$ cat config.mk
export PLATFORM = sky130hd
export DESIGN_NAME = bf2_sdf_stage_flat
export DESIGN_NICKNAME = d
export VERILOG_FILES = /design/src/rtl/bf2_sdf_stage_if.sv /design/src/rtl/bf2_sdf_stage.sv /design/src/flat_wrapper.sv
export SDC_FILE = /design/constraint.sdc
export NUM_CORES = 2
export LEC_CHECK = 0
export ABC_CLOCK_PERIOD_IN_PS = 11200
export CAP_MARGIN = 40
export CORE_MARGIN = 1.5
export CORE_UTILIZATION = 46
export CTS_CLUSTER_DIAMETER = 40
export CTS_CLUSTER_SIZE = 8
export DETAILED_ROUTE_END_ITERATION = 16
export PLACE_DENSITY = 0.66
export SYNTH_ARGS = -nofsm -noshare
export SYNTH_HDL_FRONTEND = slang
export SYNTH_SLANG_ARGS = --single-unit
$ cat constraint.sdc
create_clock -name clk -period 11.2 [get_ports clk]
set_input_delay 1.68 -clock clk [delete_from_list [all_inputs] [get_ports clk]]
set_output_delay 1.68 -clock clk [all_outputs]
set_load 0.01 [all_outputs]
$ cat src/rtl/bf2_sdf_stage_if.sv
// Sample, shift-register and output signals of one radix-2 SDF butterfly stage.
// The stage uses the slave modport; its environment uses the master modport.
interface bf2_sdf_stage_if;
    localparam int unsigned DW = 16;

    logic                 in_valid;
    logic signed [DW-1:0] in_r;
    logic signed [DW-1:0] in_i;
    logic signed [DW-1:0] sr_r;
    logic signed [DW-1:0] sr_i;
    logic signed [DW-1:0] fb_r;
    logic signed [DW-1:0] fb_i;
    logic                 out_valid;
    logic signed [DW-1:0] out_r;
    logic signed [DW-1:0] out_i;
    logic                 err;

    modport master (
        output in_valid, in_r, in_i, sr_r, sr_i,
        input  fb_r, fb_i, out_valid, out_r, out_i, err
    );

    modport slave (
        input  in_valid, in_r, in_i, sr_r, sr_i,
        output fb_r, fb_i, out_valid, out_r, out_i, err
    );
endinterface

$ cat src/rtl/bf2_sdf_stage.sv
// Radix-2 single-path delay-feedback stage, D=4, block period 8.
// Fill half stores samples and emits twiddled differences; butterfly half emits sums.
module bf2_sdf_stage (
    input  logic           clk,
    input  logic           rst_n,
    bf2_sdf_stage_if.slave bus
);
    localparam int unsigned DW = 16;
    localparam int unsigned CW = 3;
    localparam int unsigned PW = 2 * DW;
    localparam int unsigned AW = 2 * DW + 1;
    localparam int unsigned SH = 14;

    localparam logic signed [DW-1:0] TW_ONE  = DW'(16384);
    localparam logic signed [DW-1:0] TW_DIAG = DW'(11585);
    localparam logic signed [AW-1:0] RND     = AW'(8192);

    typedef enum logic [1:0] {IDLE, RUN, FLUSH} state_t;

    state_t               r_state, w_state_nxt;
    logic [CW-1:0]        r_cnt, w_cnt_nxt;
    logic                 r_primed, w_primed_nxt;
    logic                 r_err, w_err_nxt;
    logic                 w_active, w_flush, w_emit;

    logic                 r_out_valid;
    logic signed [DW-1:0] r_out_r, r_out_i;

    logic                 w_fill;
    logic signed [DW-1:0] w_in_r, w_in_i, w_wr, w_wi;
    logic signed [DW-1:0] w_fb_r, w_fb_i, w_tw_r, w_tw_i, w_sum_r, w_sum_i;
    logic signed [PW-1:0] w_p_rr, w_p_ii, w_p_ri, w_p_ir;
    logic signed [AW-1:0] w_acc_r, w_acc_i;

    always_ff @(posedge clk or negedge rst_n) begin
        if (!rst_n) begin
            r_state  <= IDLE;
            r_cnt    <= '0;
            r_primed <= 1'b0;
            r_err    <= 1'b0;
        end else begin
            r_state  <= w_state_nxt;
            r_cnt    <= w_cnt_nxt;
            r_primed <= w_primed_nxt;
            r_err    <= w_err_nxt;
        end
    end

    // The accepting IDLE cycle is slot 0 of the block; a drop at slot 0 is flush slot 0.
    always_comb begin
        w_state_nxt  = r_state;
        w_cnt_nxt    = r_cnt;
        w_primed_nxt = r_primed;
        w_err_nxt    = r_err;
        w_active     = 1'b0;
        w_flush      = 1'b0;
        w_emit       = 1'b0;
        unique case (r_state)
            IDLE: begin
                if (bus.in_valid && rst_n) begin
                    w_active     = 1'b1;
                    w_state_nxt  = RUN;
                    w_cnt_nxt    = CW'(1);
                    w_primed_nxt = 1'b0;
                end
            end
            RUN: begin
                if (bus.in_valid) begin
                    w_active  = 1'b1;
                    w_emit    = r_cnt[2] | r_primed;
                    w_cnt_nxt = r_cnt + CW'(1);
                    if (r_cnt == CW'(4)) w_primed_nxt = 1'b1;
                end else if (r_cnt == '0) begin
                    w_active    = 1'b1;
                    w_flush     = 1'b1;
                    w_emit      = 1'b1;
                    w_state_nxt = FLUSH;
                    w_cnt_nxt   = CW'(1);
                end else begin
                    w_state_nxt = IDLE;
                    w_cnt_nxt   = '0;
                    w_err_nxt   = 1'b1;
                end
            end
            FLUSH: begin
                w_active = 1'b1;
                w_flush  = 1'b1;
                w_emit   = 1'b1;
                if (r_cnt == CW'(3)) begin
                    w_state_nxt = IDLE;
                    w_cnt_nxt   = '0;
                end else begin
                    w_cnt_nxt = r_cnt + CW'(1);
                end
            end
            default: w_state_nxt = IDLE;
        endcase
    end

    assign w_fill = ~r_cnt[2];
    assign w_in_r = w_flush ? '0 : bus.in_r;
    assign w_in_i = w_flush ? '0 : bus.in_i;

    // Q1.14 twiddles W8^k, k = cnt[1:0]
    always_comb begin
        w_wr = TW_ONE;
        w_wi = '0;
        unique case (r_cnt[1:0])
            2'd0: begin w_wr = TW_ONE;   w_wi = '0;       end
            2'd1: begin w_wr = TW_DIAG;  w_wi = -TW_DIAG; end
            2'd2: begin w_wr = '0;       w_wi = -TW_ONE;  end
            default: begin w_wr = -TW_DIAG; w_wi = -TW_DIAG; end
        endcase
    end

    assign w_p_rr  = PW'(bus.sr_r) * PW'(w_wr);
    assign w_p_ii  = PW'(bus.sr_i) * PW'(w_wi);
    assign w_p_ri  = PW'(bus.sr_r) * PW'(w_wi);
    assign w_p_ir  = PW'(bus.sr_i) * PW'(w_wr);
    assign w_acc_r = AW'(w_p_rr) - AW'(w_p_ii) + RND;
    assign w_acc_i = AW'(w_p_ri) + AW'(w_p_ir) + RND;
    assign w_tw_r  = DW'(w_acc_r >>> SH);
    assign w_tw_i  = DW'(w_acc_i >>> SH);

    assign w_sum_r = bus.sr_r + w_in_r;
    assign w_sum_i = bus.sr_i + w_in_i;

    assign w_fb_r = !w_active ? '0 : (w_fill ? w_in_r : bus.sr_r - w_in_r);
    assign w_fb_i = !w_active ? '0 : (w_fill ? w_in_i : bus.sr_i - w_in_i);

    // Output holds its last value whenever nothing valid was computed
    always_ff @(posedge clk or negedge rst_n) begin
        if (!rst_n) begin
            r_out_valid <= 1'b0;
            r_out_r     <= '0;
            r_out_i     <= '0;
        end else begin
            r_out_valid <= w_emit;
            if (w_emit) begin
                r_out_r <= w_fill ? w_tw_r : w_sum_r;
                r_out_i <= w_fill ? w_tw_i : w_sum_i;
            end
        end
    end

    assign bus.fb_r      = w_fb_r;
    assign bus.fb_i      = w_fb_i;
    assign bus.out_valid = r_out_valid;
    assign bus.out_r     = r_out_r;
    assign bus.out_i     = r_out_i;
    assign bus.err       = r_err;
endmodule

$ cat src/flat_wrapper.sv
// flat-port wrapper written by rule: the top's interface ports become plain ports
module bf2_sdf_stage_flat 
  (clk, rst_n, bus_in_valid, bus_in_r, bus_in_i, bus_sr_r, bus_sr_i, bus_fb_r, bus_fb_i, bus_out_valid, bus_out_r, bus_out_i, bus_err);
  bf2_sdf_stage_if bus_i ();
  input  logic clk;
  input  logic rst_n;
  input wire logic [$bits(bus_i.in_valid)-1:0] bus_in_valid;
  input wire logic [$bits(bus_i.in_r)-1:0] bus_in_r;
  input wire logic [$bits(bus_i.in_i)-1:0] bus_in_i;
  input wire logic [$bits(bus_i.sr_r)-1:0] bus_sr_r;
  input wire logic [$bits(bus_i.sr_i)-1:0] bus_sr_i;
  output wire logic [$bits(bus_i.fb_r)-1:0] bus_fb_r;
  output wire logic [$bits(bus_i.fb_i)-1:0] bus_fb_i;
  output wire logic [$bits(bus_i.out_valid)-1:0] bus_out_valid;
  output wire logic [$bits(bus_i.out_r)-1:0] bus_out_r;
  output wire logic [$bits(bus_i.out_i)-1:0] bus_out_i;
  output wire logic [$bits(bus_i.err)-1:0] bus_err;
  assign bus_i.in_valid = bus_in_valid;
  assign bus_i.in_r = bus_in_r;
  assign bus_i.in_i = bus_in_i;
  assign bus_i.sr_r = bus_sr_r;
  assign bus_i.sr_i = bus_sr_i;
  assign bus_fb_r = bus_i.fb_r;
  assign bus_fb_i = bus_i.fb_i;
  assign bus_out_valid = bus_i.out_valid;
  assign bus_out_r = bus_i.out_r;
  assign bus_out_i = bus_i.out_i;
  assign bus_err = bus_i.err;
  bf2_sdf_stage u_core (.clk(clk), .rst_n(rst_n), .bus(bus_i));
endmodule
==> Flow_metrics.wiki <==
{| class="wikitable"
! Metric !! Value
|-
| Status || finished, final reports clean
|-
| DRC violation count after routing || 0
|-
| Maximum frequency from static timing analysis || 101 MHz
|-
| Slew Viols, Final || 0
|-
| Actual transition at the worst max-transition pin || 0.934 ns
|-
| Per-cell routed wire length || 19.3 um
|-
| Area of the core || 72700 um^2
|-
| Area of the mapped netlist || 33700 um^2
|-
| Count of synthesis-stage warnings from yosys || 0
|-
| Proportion of layout cells with a drive suffix above 1 || 2.71%
|-
| Synth top area share || 48.0%
|-
| First-pass GRT wire length || 146000 um
|-
| CTS Hold Buffers Added || 0
|-
| Placer Congestion || 0.931
|-
| Area Growth Syn to Fin || 8.42%
|-
| Total setup violations reported at the end of the flow || 0
|-
| Type of destination of the critical path || flip-flop
|-
| Top-count cell post-synth || inv_1
|-
| Most area-hungry cell type in the Yosys netlist || fa_1
|-
| Crit Path Class || in -> reg
|-
| Total number of H-tree levels || 2
|-
| Final number of hold-violating endpoints || 0
|-
| Via Count || 23.5k
|-
| Initial Util || 46.3%
|-
| TritonCTS clock tree || built
|-
| Largest net degree at the start of global routing || 66
|-
| Drt pass-1 iters || 5
|-
| Routed via count divided by cell count || 5.03
|-
| Number of flops mapped to enable cells by yosys || 0
|-
| RSZ-0062 raised after global routing || false
|-
| Min Clock Period, post-route || 9.95 ns
|-
| CTS root buffer || clkbuf_16
|-
| Number of antenna violations at the first check in global routing || 4
|-
| Gr usage total || 25.8%
|-
| Register area share after synthesis || 2.97%
|-
| Post-detail-place hpwl || 80100 um
|-
| I/O Pins || 133
|-
| Largest driver fanout on the critical path || 8
|-
| Overall die width || 274 um
|-
| Number of buffers created by CTS || 5
|-
| Source-to-sink clock delay at the later pin of the worst-skew pair || 0.31 ns
|-
| Post-synthesis async set-or-reset flop share || 100%
|-
| Antenna Violating Nets Remaining || 0
|-
| Floorplan die height || 274 um
|-
| Crit path DAT || 10.12 ns
|-
| Setup Buffers After CTS || 0
|-
| Clk slew on worst S/H paths || 0.07 ns
|-
| Hold_ws || 0.487 ns
|-
| Prevailing post-synth register cell || dfrtp_1
|-
| Max-slew headroom || 37.6%
|-
| Quantity of gates resized following cts || 0
|-
| Clock skew after layout || 0.00805 ns
|-
| Worst reg-to-reg setup slack || 2.03 ns
|-
| Category of the worst setup path launch point || input port
|-
| Worst min-delay path class || reg -> reg
|-
| Count of distinct cell types in the synthesized netlist || 80
|-
| Total overflow reported by the global router || 0
|-
| Leading post-synthesis cells by instance count || inv_1, fa_1, ha_1
|-
| Die Footprint || 74800 um^2
|-
| Number of standard-cell rows in the floorplan || 99
|-
| Post-synthesis sequential element count || 40
|-
| Max Cap Viol || 0
|-
| Final Net Count || 5045
|-
| Final Cycle Share || 88.8%
|-
| Clock sink count || 40
|-
| Max Buffers Root-to-Sink || 2
|-
| Mean cell area of the mapped netlist || 9.34 um^2
|-
| Post-synthesis instance total || 3606
|-
| Via count of the first global-routing pass || 26.2k
|-
| Crit path required time || 11.37 ns
|-
| Top cells by area in the synthesized netlist || fa_1, ha_1, inv_1
|-
| Initial drt markers || 1390
|-
| Net count after synthesis || 4927
|-
| Count of input and output buffers || 132
|-
| Aggregate routed wire length || 90300 um
|-
| Setup_tns || 0 ns
|}
-- path summary, 6_finish.rpt --
check,startpoint,to,depth (start not counted)
worst max register to register,u_core.r_cnt[0],u_core.bus.out_r[7],32
worst min register to register,u_core.bus.out_r[8],u_core.bus.out_r[8],2
max in group asynchronous,rst_n,u_core.r_cnt[2],2
min in group asynchronous,rst_n,u_core.bus.out_r[8],2
worst max-delay path,bus_sr_r[8],u_core.bus.out_i[14],27
worst min-delay path,u_core.bus.out_r[8],u_core.bus.out_r[8],2
-- sequential cells by signal (all words and copies together) (netlist names) --
| signal | count |
|---|---|
| u_core.bus.out_valid | 1 |
| u_core.r_primed | 1 |
| u_core.bus.out_r | 16 |
| u_core.r_cnt | 3 |
| u_core.bus.out_i | 16 |
| u_core.bus.err | 1 |
| u_core.r_state | 2 |
-- through the flow --
step	instances	util (%)	instance area [um^2]	setup slack, ns
5_1_grt	4684	50.2	36500	0.881
6_report	4685	50.2	36500	1.25
3_5_place_dp	4676	50.0	36300	0.989
2_1_floorplan	3606	-	33700	1.93
3_3_place_gp	4676	50.0	36300	1.12
4_1_cts	4684	50.2	36500	1.30
-- cells in the final DEF, fill, tap and decap left out, drive strengths merged, types with 5 or more instances in the layout --
| cell type | synthesis | routed |
|---|---|---|
| fa | 807 | 807 |
| nor3b | 5 | 5 |
| o22ai | 7 | 7 |
| a211oi | 9 | 9 |
| o31ai | 6 | 6 |
| nor2 | 135 | 135 |
| or3 | 10 | 10 |
| o211ai | 9 | 9 |
| a21oi | 94 | 94 |
| nand3 | 23 | 23 |
| xnor2 | 103 | 103 |
| mux2 | 7 | 7 |
| and3 | 7 | 7 |
| a21o | 21 | 21 |
| nor3 | 25 | 25 |
| nand3b | 5 | 5 |
| mux2i | 13 | 13 |
| a211o | 5 | 5 |
| nand4 | 7 | 7 |
| ha | 447 | 447 |
| nand2b | 40 | 40 |
| inv | 1203 | 1203 |
| clkbuf | 56 | 7 |
| o21bai | 10 | 10 |
| o21a | 11 | 11 |
| a31o | 5 | 5 |
| nand2 | 207 | 207 |
| buf | 15 | 51 |
| o21ai | 54 | 54 |
| nor2b | 71 | 71 |
| or2 | 17 | 17 |
| xor2 | 37 | 37 |
| a31oi | 12 | 12 |
| clkdlybuf4s50 | 0 | 131 |
| o41ai | 5 | 5 |
| dfrtp | 40 | 40 |
| and2 | 25 | 25 |
| o221ai | 7 | 7 |
-- critical path: stages --
cell and delay [ns]:
clkdlybuf4s50_1 0.81, nand2_1 0.35, inv_1 0.27, fa_1 0.57, inv_1 0.08, fa_1 0.50, inv_1 0.05, fa_1 0.49
inv_1 0.05, fa_1 0.52, inv_1 0.05, fa_1 0.49, fa_1 0.51, fa_1 0.50, inv_1 0.05, fa_1 0.47
inv_1 0.05, ha_1 0.28, o21ai_0 0.15, nor2_1 0.06, a211oi_1 0.66, a211o_1 0.40, a211oi_2 0.16, o221a_2 0.33
o31a_1 0.30, a32oi_1 0.15, o311ai_1 0.12
-- logic make-up after synthesis --
logic type                 after synthesis  synth area share (%)
buffers and inverters                 1275                  14.2
adders and majority gates             1255                  64.6
and+or+nand+nor                        584                  8.20
AOI/OAI and AO/OA                      292                  5.72
xor gates and xnor gates               140                  3.64
DFF                                     40                  2.97
muxes                                   20                 0.620
-- cell type report --
cell class | count | area, um^2
fill | 6788 | 36200
multi-input combinational | 2291 | 27900
inverter | 1204 | 4520
timing repair buffer | 182 | 1700
tap | 959 | 1200
sequential | 40 | 1000
clock buffer | 7 | 153
clock inverter | 1 | 30.0
antenna | 1 | 2.50
-- per-layer routing --
metal	vias to the layer above	track usage, %	routed length, um
met3	119	3.80	5790
met2	676	44.4	44300
met4	2	7.50	2980
met1	12000	33.8	37200
li1	10800	-	-
met5	-	0	8
Power is left out: the tool's default activity adds up to more than one toggle a clock period on the data nets, which glitch-free logic cannot reach.
